File: src/rtl/drc_pkg.sv
// drc_pkg: shared definitions for the DVP RX capture controller.
//   - rx_state_t    : capture FSM state encodings (also the cam_rx_state codes)
//   - RX_MODE_*     : cam_rx_mode codes; codes 2 and 3 behave as single capture
//   - is_cont_mode  : decodes continuous capture from the mode field
package drc_pkg;

    typedef enum logic [2:0] {
        ST_IDLE    = 3'd0,
        ST_ARMED   = 3'd1,
        ST_CAPTURE = 3'd2,
        ST_DONE    = 3'd3,
        ST_ERROR   = 3'd4
    } rx_state_t;

    localparam logic [1:0] RX_MODE_SINGLE = 2'd0;
    localparam logic [1:0] RX_MODE_CONT   = 2'd1;

    // Reserved codes fall through to single capture.
    function automatic logic is_cont_mode(input logic [1:0] mode);
        return (mode == RX_MODE_CONT);
    endfunction

endpackage

File: src/rtl/drc_rx_ctrl_if.sv
// drc_rx_ctrl_if: valid/ready pixel stream from the RX controller to the
// DMA/buffer stage.
//   m_pxl_data_o  : RGB565 pixel, first DVP byte of the pair in [15:8]
//   m_pxl_sof_o   : first pixel of the frame
//   m_pxl_eol_o   : pixel at column img_width-1
//   m_pxl_valid_o : pixel valid
//   m_pxl_ready_i : sink ready
// Modports: master (pixel producer), slave (pixel consumer).
interface drc_rx_ctrl_if
    import drc_pkg::*;
#(
    parameter int PXL_DATA_W = 16
);
    logic [PXL_DATA_W-1:0] m_pxl_data_o;
    logic                  m_pxl_sof_o;
    logic                  m_pxl_eol_o;
    logic                  m_pxl_valid_o;
    logic                  m_pxl_ready_i;

    modport master (
        output m_pxl_data_o,
        output m_pxl_sof_o,
        output m_pxl_eol_o,
        output m_pxl_valid_o,
        input  m_pxl_ready_i
    );

    modport slave (
        input  m_pxl_data_o,
        input  m_pxl_sof_o,
        input  m_pxl_eol_o,
        input  m_pxl_valid_o,
        output m_pxl_ready_i
    );
endinterface

File: src/rtl/drc_rx_pxl_pack.sv
// drc_rx_pxl_pack: byte-pair packer with a one-entry output register.
// Ports:
//   aclk, areset : clock, synchronous active-high reset
//   byte_en      : strobed DVP byte inside a line while capturing
//   byte_data    : the DVP byte
//   line_end     : strobed href falling edge while capturing
//   phase_clr    : restart byte pairing (start of capture)
//   flush        : drop any held pixel (controller disabled)
//   sof_tag      : sideband for the pixel completing this cycle
//   eol_tag      : sideband for the pixel completing this cycle
//   pxl_cmp      : a low byte completes a pixel this cycle
//   pxl_load     : the completed pixel enters the output register
//   pxl_ovf      : the completed pixel is dropped (output still blocked)
//   odd_err      : line ended on a dangling high byte
//   pxl          : pixel stream master
module drc_rx_pxl_pack
    import drc_pkg::*;
#(
    parameter int DVP_DATA_W = 8,
    parameter int PXL_DATA_W = 16
)(
    input  logic                  aclk,
    input  logic                  areset,
    input  logic                  byte_en,
    input  logic [DVP_DATA_W-1:0] byte_data,
    input  logic                  line_end,
    input  logic                  phase_clr,
    input  logic                  flush,
    input  logic                  sof_tag,
    input  logic                  eol_tag,
    output logic                  pxl_cmp,
    output logic                  pxl_load,
    output logic                  pxl_ovf,
    output logic                  odd_err,
    drc_rx_ctrl_if.master         pxl
);

    logic                  phase_p0;
    logic [DVP_DATA_W-1:0] hi_byte_p0;

    // A completing pixel may load when the register is empty or is being
    // emptied this very cycle, which gives back-to-back reload without a gap.
    assign pxl_cmp  = byte_en & phase_p0;
    assign pxl_load = pxl_cmp & (~pxl.m_pxl_valid_o | pxl.m_pxl_ready_i);
    assign pxl_ovf  = pxl_cmp & pxl.m_pxl_valid_o & ~pxl.m_pxl_ready_i;
    assign odd_err  = line_end & phase_p0;

    // Stage p0: byte phase and high-byte capture
    always_ff @(posedge aclk) begin
        if (areset || phase_clr || line_end) begin
            phase_p0 <= 1'b0;
        end else if (byte_en) begin
            phase_p0 <= ~phase_p0;
        end
    end

    always_ff @(posedge aclk) begin
        if (byte_en && !phase_p0) begin
            hi_byte_p0 <= byte_data;
        end
    end

    // Stage p1: output register
    always_ff @(posedge aclk) begin
        if (areset) begin
            pxl.m_pxl_valid_o <= 1'b0;
            pxl.m_pxl_data_o  <= '0;
            pxl.m_pxl_sof_o   <= 1'b0;
            pxl.m_pxl_eol_o   <= 1'b0;
        end else begin
            if (flush) begin
                pxl.m_pxl_valid_o <= 1'b0;
            end else if (pxl_load) begin
                pxl.m_pxl_valid_o <= 1'b1;
            end else if (pxl.m_pxl_ready_i) begin
                pxl.m_pxl_valid_o <= 1'b0;
            end
            if (pxl_load) begin
                pxl.m_pxl_data_o <= PXL_DATA_W'({hi_byte_p0, byte_data});
                pxl.m_pxl_sof_o  <= sof_tag;
                pxl.m_pxl_eol_o  <= eol_tag;
            end
        end
    end

endmodule

File: src/rtl/drc_rx_ctrl.sv
// drc_rx_ctrl: DVP camera RX capture controller.
// Samples synchronised DVP traffic, packs byte pairs into RGB565 pixels and
// streams them out; runs the capture FSM, counters and interrupts.
// Build option: define DRC_RX_FRAME_CHECK_EN to compile in frame-dimension
// checking (line pixel count vs img_width, frame line count vs img_height).
// Ports:
//   aclk, areset       : clock, synchronous active-high reset
//   cam_rx_en          : enable; low aborts to IDLE
//   cam_rx_mode        : 0 single, 1 continuous, 2/3 single
//   cam_rx_start       : pending start request
//   cam_rx_start_qed   : one-cycle pop of the start request
//   cam_rx_state       : FSM state code
//   cam_rx_len         : pixels delivered in the current/last frame
//   img_width/height   : expected frame dimensions
//   irq_msk_frm_*      : 1 suppresses the matching interrupt
//   irq_frm_comp_o     : frame complete pulse
//   irq_frm_err_o      : frame error pulse
//   dvp_smpl_en_i      : DVP byte strobe
//   dvp_vsync_i/href_i : frame sync / line valid
//   dvp_d_i            : DVP byte
//   pxl                : pixel stream master
module drc_rx_ctrl
    import drc_pkg::*;
#(
    parameter int IMG_DIM_MAX = 640,
    parameter int IMG_DIM_W   = $clog2(IMG_DIM_MAX),
    parameter int DVP_DATA_W  = 8,
    parameter int PXL_DATA_W  = 2 * DVP_DATA_W
)(
    input  logic                   aclk,
    input  logic                   areset,
    input  logic                   cam_rx_en,
    input  logic [1:0]             cam_rx_mode,
    input  logic                   cam_rx_start,
    output logic                   cam_rx_start_qed,
    output logic [2:0]             cam_rx_state,
    output logic [2*IMG_DIM_W-1:0] cam_rx_len,
    input  logic [IMG_DIM_W-1:0]   img_width,
    input  logic [IMG_DIM_W-1:0]   img_height,
    input  logic                   irq_msk_frm_comp,
    input  logic                   irq_msk_frm_err,
    output logic                   irq_frm_comp_o,
    output logic                   irq_frm_err_o,
    input  logic                   dvp_smpl_en_i,
    input  logic                   dvp_vsync_i,
    input  logic                   dvp_href_i,
    input  logic [DVP_DATA_W-1:0]  dvp_d_i,
    drc_rx_ctrl_if.master          pxl
);

    localparam int LEN_W = 2 * IMG_DIM_W;

    function automatic logic [LEN_W-1:0] len_sat_inc(input logic [LEN_W-1:0] v);
        return (&v) ? v : v + 1'b1;
    endfunction

    rx_state_t            state;
    logic                 vsync_prev_p0;
    logic                 href_prev_p0;
    logic                 vsync_fall;
    logic                 vsync_rise;
    logic                 href_fall;
    logic                 in_cap;
    logic                 cap_start;
    logic                 byte_en;
    logic                 line_end;
    logic                 flush;
    logic [IMG_DIM_W-1:0] col_cnt;
    logic [IMG_DIM_W-1:0] line_cnt;
    logic [IMG_DIM_W-1:0] last_col;
    logic                 sof_pend;
    logic                 err_flag;
    logic                 err_now;
    logic                 dim_err;
    logic                 pxl_cmp;
    logic                 pxl_load;
    logic                 pxl_ovf;
    logic                 odd_err;
    logic [LEN_W-1:0]     len_cnt;

    // Edges are judged only between strobed samples; unstrobed cycles leave
    // the history untouched so their values never look like transitions.
    assign vsync_fall = dvp_smpl_en_i &  vsync_prev_p0 & ~dvp_vsync_i;
    assign vsync_rise = dvp_smpl_en_i & ~vsync_prev_p0 &  dvp_vsync_i;
    assign href_fall  = dvp_smpl_en_i &  href_prev_p0  & ~dvp_href_i;

    assign in_cap    = cam_rx_en && (state == ST_CAPTURE);
    assign cap_start = cam_rx_en && (state == ST_ARMED) && vsync_fall;
    assign byte_en   = in_cap & dvp_smpl_en_i & dvp_href_i;
    assign line_end  = in_cap & href_fall;
    assign flush     = ~cam_rx_en;
    assign last_col  = img_width - 1'b1;

`ifdef DRC_RX_FRAME_CHECK_EN
    logic [IMG_DIM_W-1:0] lines_now;
    // A line end in the same strobe as frame end still counts as a line.
    assign lines_now = line_cnt + {{(IMG_DIM_W-1){1'b0}}, line_end};
    assign dim_err   = (line_end && (col_cnt != img_width)) ||
                       (vsync_rise && (lines_now != img_height));
`else
    logic unused_img_height;
    assign unused_img_height = ^img_height;
    assign dim_err           = 1'b0;
`endif

    // Errors raised in the frame-end strobe itself still steer to ERROR.
    assign err_now = err_flag | odd_err | pxl_ovf | dim_err;

    // Stage p0: strobed sync history
    always_ff @(posedge aclk) begin
        if (areset) begin
            vsync_prev_p0 <= 1'b0;
            href_prev_p0  <= 1'b0;
        end else if (dvp_smpl_en_i) begin
            vsync_prev_p0 <= dvp_vsync_i;
            href_prev_p0  <= dvp_href_i;
        end
    end

    drc_rx_pxl_pack #(
        .DVP_DATA_W (DVP_DATA_W),
        .PXL_DATA_W (PXL_DATA_W)
    ) u_pack (
        .aclk      (aclk),
        .areset    (areset),
        .byte_en   (byte_en),
        .byte_data (dvp_d_i),
        .line_end  (line_end),
        .phase_clr (cap_start),
        .flush     (flush),
        .sof_tag   (sof_pend),
        .eol_tag   (col_cnt == last_col),
        .pxl_cmp   (pxl_cmp),
        .pxl_load  (pxl_load),
        .pxl_ovf   (pxl_ovf),
        .odd_err   (odd_err),
        .pxl       (pxl)
    );

    // Stage p1: capture FSM with registered pulses
    always_ff @(posedge aclk) begin
        if (areset) begin
            state            <= ST_IDLE;
            cam_rx_start_qed <= 1'b0;
            irq_frm_comp_o   <= 1'b0;
            irq_frm_err_o    <= 1'b0;
        end else begin
            cam_rx_start_qed <= 1'b0;
            irq_frm_comp_o   <= 1'b0;
            irq_frm_err_o    <= 1'b0;
            if (!cam_rx_en) begin
                state <= ST_IDLE;
            end else begin
                case (state)
                    ST_IDLE: begin
                        if (cam_rx_start) begin
                            state            <= ST_ARMED;
                            cam_rx_start_qed <= 1'b1;
                        end
                    end
                    ST_ARMED: begin
                        if (vsync_fall) state <= ST_CAPTURE;
                    end
                    ST_CAPTURE: begin
                        if (vsync_rise) begin
                            if (err_now) begin
                                state         <= ST_ERROR;
                                irq_frm_err_o <= ~irq_msk_frm_err;
                            end else begin
                                state          <= ST_DONE;
                                irq_frm_comp_o <= ~irq_msk_frm_comp;
                            end
                        end
                    end
                    ST_DONE, ST_ERROR: begin
                        state <= is_cont_mode(cam_rx_mode) ? ST_ARMED : ST_IDLE;
                    end
                    default: state <= ST_IDLE;
                endcase
            end
        end
    end

    // Stage p1: frame counters; everything holds outside an enabled capture
    always_ff @(posedge aclk) begin
        if (areset) begin
            col_cnt  <= '0;
            line_cnt <= '0;
            len_cnt  <= '0;
            sof_pend <= 1'b0;
            err_flag <= 1'b0;
        end else if (cap_start) begin
            col_cnt  <= '0;
            line_cnt <= '0;
            len_cnt  <= '0;
            sof_pend <= 1'b1;
            err_flag <= 1'b0;
        end else if (in_cap) begin
            // Dropped pixels still occupy a column so eol stays aligned.
            if (pxl_cmp) begin
                col_cnt  <= col_cnt + 1'b1;
                sof_pend <= 1'b0;
            end
            if (line_end) begin
                col_cnt  <= '0;
                line_cnt <= line_cnt + 1'b1;
            end
            if (pxl_load) len_cnt <= len_sat_inc(len_cnt);
            if (err_now)  err_flag <= 1'b1;
        end
    end

    assign cam_rx_state = state;
    assign cam_rx_len   = len_cnt;

endmodule

File: src/flat_wrapper.sv
// flat-port wrapper written by rule: the top's interface ports become plain ports
module drc_rx_ctrl_flat import drc_pkg::*;
#(
    parameter int IMG_DIM_MAX = 640,
    parameter int IMG_DIM_W   = $clog2(IMG_DIM_MAX),
    parameter int DVP_DATA_W  = 8,
    parameter int PXL_DATA_W  = 2 * DVP_DATA_W
)
  (aclk, areset, cam_rx_en, cam_rx_mode, cam_rx_start, cam_rx_start_qed, cam_rx_state, cam_rx_len, img_width, img_height, irq_msk_frm_comp, irq_msk_frm_err, irq_frm_comp_o, irq_frm_err_o, dvp_smpl_en_i, dvp_vsync_i, dvp_href_i, dvp_d_i, pxl_m_pxl_data_o, pxl_m_pxl_sof_o, pxl_m_pxl_eol_o, pxl_m_pxl_valid_o, pxl_m_pxl_ready_i);
  drc_rx_ctrl_if #(.PXL_DATA_W(PXL_DATA_W)) pxl_i ();
  input  logic aclk;
  input  logic areset;
  input  logic cam_rx_en;
  input  logic [1:0] cam_rx_mode;
  input  logic cam_rx_start;
  output logic cam_rx_start_qed;
  output logic [2:0] cam_rx_state;
  output logic [2*IMG_DIM_W-1:0] cam_rx_len;
  input  logic [IMG_DIM_W-1:0] img_width;
  input  logic [IMG_DIM_W-1:0] img_height;
  input  logic irq_msk_frm_comp;
  input  logic irq_msk_frm_err;
  output logic irq_frm_comp_o;
  output logic irq_frm_err_o;
  input  logic dvp_smpl_en_i;
  input  logic dvp_vsync_i;
  input  logic dvp_href_i;
  input  logic [DVP_DATA_W-1:0] dvp_d_i;
  output wire logic [$bits(pxl_i.m_pxl_data_o)-1:0] pxl_m_pxl_data_o;
  output wire logic [$bits(pxl_i.m_pxl_sof_o)-1:0] pxl_m_pxl_sof_o;
  output wire logic [$bits(pxl_i.m_pxl_eol_o)-1:0] pxl_m_pxl_eol_o;
  output wire logic [$bits(pxl_i.m_pxl_valid_o)-1:0] pxl_m_pxl_valid_o;
  input wire logic [$bits(pxl_i.m_pxl_ready_i)-1:0] pxl_m_pxl_ready_i;
  assign pxl_m_pxl_data_o = pxl_i.m_pxl_data_o;
  assign pxl_m_pxl_sof_o = pxl_i.m_pxl_sof_o;
  assign pxl_m_pxl_eol_o = pxl_i.m_pxl_eol_o;
  assign pxl_m_pxl_valid_o = pxl_i.m_pxl_valid_o;
  assign pxl_i.m_pxl_ready_i = pxl_m_pxl_ready_i;
  drc_rx_ctrl #(.IMG_DIM_MAX(IMG_DIM_MAX), .IMG_DIM_W(IMG_DIM_W), .DVP_DATA_W(DVP_DATA_W), .PXL_DATA_W(PXL_DATA_W)) u_core (.aclk(aclk), .areset(areset), .cam_rx_en(cam_rx_en), .cam_rx_mode(cam_rx_mode), .cam_rx_start(cam_rx_start), .cam_rx_start_qed(cam_rx_start_qed), .cam_rx_state(cam_rx_state), .cam_rx_len(cam_rx_len), .img_width(img_width), .img_height(img_height), .irq_msk_frm_comp(irq_msk_frm_comp), .irq_msk_frm_err(irq_msk_frm_err), .irq_frm_comp_o(irq_frm_comp_o), .irq_frm_err_o(irq_frm_err_o), .dvp_smpl_en_i(dvp_smpl_en_i), .dvp_vsync_i(dvp_vsync_i), .dvp_href_i(dvp_href_i), .dvp_d_i(dvp_d_i), .pxl(pxl_i));
endmodule
File: config.mk
export PLATFORM = sky130hd
export DESIGN_NAME = drc_rx_ctrl_flat
export DESIGN_NICKNAME = d
export VERILOG_FILES = /design/src/rtl/drc_pkg.sv /design/src/rtl/drc_rx_ctrl_if.sv /design/src/rtl/drc_rx_pxl_pack.sv /design/src/rtl/drc_rx_ctrl.sv /design/src/flat_wrapper.sv
export SDC_FILE = /design/constraint.sdc
export NUM_CORES = 1
export LEC_CHECK = 0
export CAP_MARGIN = 20
export CORE_AREA = 4 4 69 134
export DETAILED_ROUTE_END_ITERATION = 16
export DIE_AREA = 0 0 73 138
export GPL_TIMING_DRIVEN = 1
export PLACE_DENSITY = 0.69
export SYNTH_ARGS = -nofsm -noshare
export SYNTH_HDL_FRONTEND = slang
export SYNTH_SLANG_ARGS = --single-unit
File: constraint.sdc
create_clock -name aclk -period 1.7 [get_ports aclk]
set_input_delay 0.34 -clock aclk [delete_from_list [all_inputs] [get_ports aclk]]
set_output_delay 0.34 -clock aclk [all_outputs]
set_load 0.005 [all_outputs]
==> run_results.csv <==
group,metric,value,unit
outcome,status,"finished with violations",
outcome,violations,"negative setup slack",
route,antenna_left,0,
timing,relSlewSlack,77.2,%
worst_setup_path,path_cells,"nand4bb_4 > nor4b_4 > buf_6 > o211ai_4 > buf_6 > or3_1 > a21oi_1",
global_route,grtUsageTotal,18.1,%
worst_setup_path,worstRegToRegCells,7,
worst_setup_path,max_stage_delay,0.32,ns
layout,mostFrequentLayoutCells,"67 x buf_4, 61 x clkdlybuf4s50_1, 56 x dfxtp_1, 50 x nand2_1",
logic_synthesis,synthesis.nets,407,
global_route,overflow,0,
clock_tree,cts_tree,"yes",
layout,nNetsFinal,552,
logic_synthesis,ys.flop_type,"dfxtp_1",
placed_design,io_buffers,74,
worst_setup_path,cp_slowest_cell,"dfxtp_2",
layout,mostFrequentLayoutCell,"buf_4",
placed_design,dp_cells,586,
worst_setup_path,path_common_cell,"buf_6",
timing,finalSetupTns,-0.0767,ns
layout,layoutNonFillerInstCount,613,
timing,fmax,575,MHz
timing,setup_viol,4,
route,wl_per_cell,14.9,um
timing,tightestPinTransition,0.340,ns
route,drt_pass1_iterations,4,
floorplanning,die_area,10100,um^2
timing,setup_ws,-0.0384,ns
timing,skew,0.00843,ns
timing,fin_crit_sh,102,%
logic_synthesis,synth_enable_flop_cells,8,
route,first_iter_violations,141,
clock_tree,clock-sinks,68,
worst_setup_path,crit_type,"reg -> reg",
worst_setup_path,critical-path-top-delay-family,"simple AND/OR/NAND/NOR gates",
logic_synthesis,ys_ff_latch,68,
worst_hold_path,hold_depth,3,
logic_synthesis,avgSynthCellArea,8.81,um^2
layout,drive_gt1_share,23.9,%
floorplanning,die_y,138,um
global_route,grt_pass1_vias,3160,
worst_setup_path,path_depth,7,
clock_tree,cts_hold_buf,0,
global_route,grt_max_degree,19,
floorplanning,fp.coreArea,8290,um^2
clock_tree,clkTransAtPathRegs,0.06,ns
logic_synthesis,async_reset_ff_share,0,%
route,via_count,3236,
worst_hold_path,min_path_type,"in -> reg",
timing,rsz0062_at_grt,"true",
timing,finalCriticalPeriod,1.74,ns
logic_synthesis,netlist_instances,364,
worst_setup_path,startpoint_type,"flop",
placed_design,hpwlAfterDp,6.78,mm
power,peakVddDrop,0.000519,V
floorplanning,start_util,38.7,%
global_route,antenna_found_initial,1,
floorplanning,die_x,73,um
layout,syn_to_final_growth,58.3,%
route,route.detailed.drc,0,
logic_synthesis,ys.warnings.count,0,
clock_tree,cts_root_buf,"clkbuf_16",
worst_setup_path,crit_buf_inv,2,
power,p_leak,1.96,nW
logic_synthesis,yosysSeqAreaShare,45.0,%
floorplanning,rows,47,
clock_tree,clockBufferDepth,2,
route,wl,9.15,mm
run,drv_cap,0,
clock_tree,worstSkewPairLatency,0.33,ns
worst_setup_path,crit_fanout,8,
worst_setup_path,critPathCaptureType,"flop",
timing,maxSlewViolCount,0,
power,power.density,754,nW/um^2
route,routed_via_density,5.28,
worst_setup_path,worstPathArrival,2.00,ns
timing,hold_viol,0,
floorplanning,ios,85,
worst_setup_path,worstPathRequired,1.96,ns
global_route,grt_pass1_wl,14.4,mm
logic_synthesis,ys_types,49,
logic_synthesis,synth_area,3210,um^2
clock_tree,htreeDepth,3,
clock_tree,numCtsBuffers,9,
placed_design,routabilityCongestion,0.822,
layout,num-fill-cells,709,
tightest hold or removal path: cells and delay by family:
| family | cells | cell delay (ns) |
|---|---|---|
| buf+inv | 1 | 0.11 |
| mux | 1 | 0.08 |
| simple gates | 1 | 0.07 |
final cells by class:
class	count	area [um^2]	share of cell area [%]
Inverter	5	18.8	0.370
Sequential cell	68	1450	28.5
Clock inverter	6	80.1	1.58
Tap cell	98	123	2.42
Antenna cell	1	2.50	0.0493
Clock buffer	10	229	4.51
Timing Repair Buffer	150	1360	26.8
Multi-Input combinational cell	275	1820	35.8
report_power, final:
part,internal (W),leakage (nW),switching [W],total (W)
clock network,0.00127,0.148,0.000677,0.00195
registers,0.00163,0.557,0.00000322,0.00163
logic,0.000138,1.26,0.000107,0.000244
per-layer routing:
metal / wire length [um] / global-route usage [%]
met5: 0 / 0
met4: 383 / 10.4
met3: 253 / 3.63
met2: 5400 / 34.1
met1: 3120 / 16.9
synth_stat cells, types with 4 or more instances:
| library cell | instances | share of area [%] |
|---|---|---|
| nor3_1 | 10 | 1.6 |
| a31oi_1 | 4 | 0.78 |
| a21oi_1 | 32 | 5.0 |
| o21ai_0 | 11 | 1.7 |
| xor2_1 | 14 | 3.8 |
| edfxtp_1 | 8 | 7.5 |
| dfxtp_1 | 60 | 37 |
| nand3b_1 | 4 | 0.94 |
| nand3_1 | 13 | 2.0 |
| o21a_1 | 4 | 0.94 |
| clkbuf_1 | 9 | 1.1 |
| inv_1 | 5 | 0.59 |
| nand2b_1 | 6 | 1.2 |
| nand4_1 | 12 | 2.3 |
| or3_1 | 9 | 1.8 |
| buf_2 | 5 | 0.78 |
| xnor2_1 | 11 | 3.0 |
| and4_1 | 6 | 1.6 |
| nand2_1 | 51 | 6.0 |
| nor2_1 | 30 | 3.5 |
| nor2b_1 | 7 | 1.4 |
| and3_1 | 5 | 0.98 |
through the flow:
stage                     utilization, %  hold WS [ns]  area (um^2)  setup slack, ns  total power [W]
after floorplan                        -         0.419         3220          -0.0476          0.00175
after global placement              54.5         0.445         4520           -0.652          0.00190
after detailed placement            54.5         0.450         4520           -0.717          0.00191
after CTS                           59.4         0.458         4930          -0.0291          0.00386
after global routing                61.2         0.384         5070           -0.126          0.00394
final                               61.2         0.313         5070          -0.0384          0.00382
cells by family (layout without fill, tap and decap cells):
logic type / count (synthesis) / in the layout / synth area share (%)
AOI/OAI and AO/OA: 65 / 65 / 12.1
xor gates and xnor gates: 25 / 25 / 6.83
adders and majority gates: 3 / 3 / 1.17
buffers and inverters: 21 / 171 / 2.77
DFF: 68 / 68 / 45.0
muxes: 6 / 6 / 1.99
other: 0 / 1 / 0
and+or+nand+nor: 176 / 176 / 30.1
flip-flops by register name, indices dropped and copies added, names as in the netlist:
signal,flops
u_core.err_flag,1
u_core.irq_frm_comp_o,1
u_core.sof_pend,1
u_core.vsync_prev_p0,1
u_core.cam_rx_state,3
u_core.u_pack.pxl.m_pxl_sof_o,1
u_core.href_prev_p0,1
u_core.col_cnt,10
u_core.u_pack.phase_p0,1
u_core.u_pack.pxl.m_pxl_data_o,16
u_core.cam_rx_start_qed,1
u_core.u_pack.pxl.m_pxl_eol_o,1
u_core.cam_rx_len,20
u_core.u_pack.hi_byte_p0,8
u_core.u_pack.pxl.m_pxl_valid_o,1
u_core.irq_frm_err_o,1
final timing paths:
kind                                                    startpoint                                  to  slack [ns]
worst max-delay path                        u_core.cam_rx_state[0]               u_core.cam_rx_len[11]       -0.04
worst min-delay path                                   dvp_vsync_i                u_core.vsync_prev_p0        0.31
worst max register to register              u_core.cam_rx_state[0]               u_core.cam_rx_len[11]       -0.04
worst min register to register  u_core.u_pack.pxl.m_pxl_data_o[15]  u_core.u_pack.pxl.m_pxl_data_o[15]        0.45
what timing repair did:
item | in CTS | in global routing
pin swaps | 13 | 12
buffers inserted | 4 | 5
gates resized for setup | 23 | 27
setup endpoints to repair | 46 | 32
gates cloned | 1 | 0
endpoints found under the hold margin | 0 | 0
Note: power is estimated with default switching activity, not from simulation.
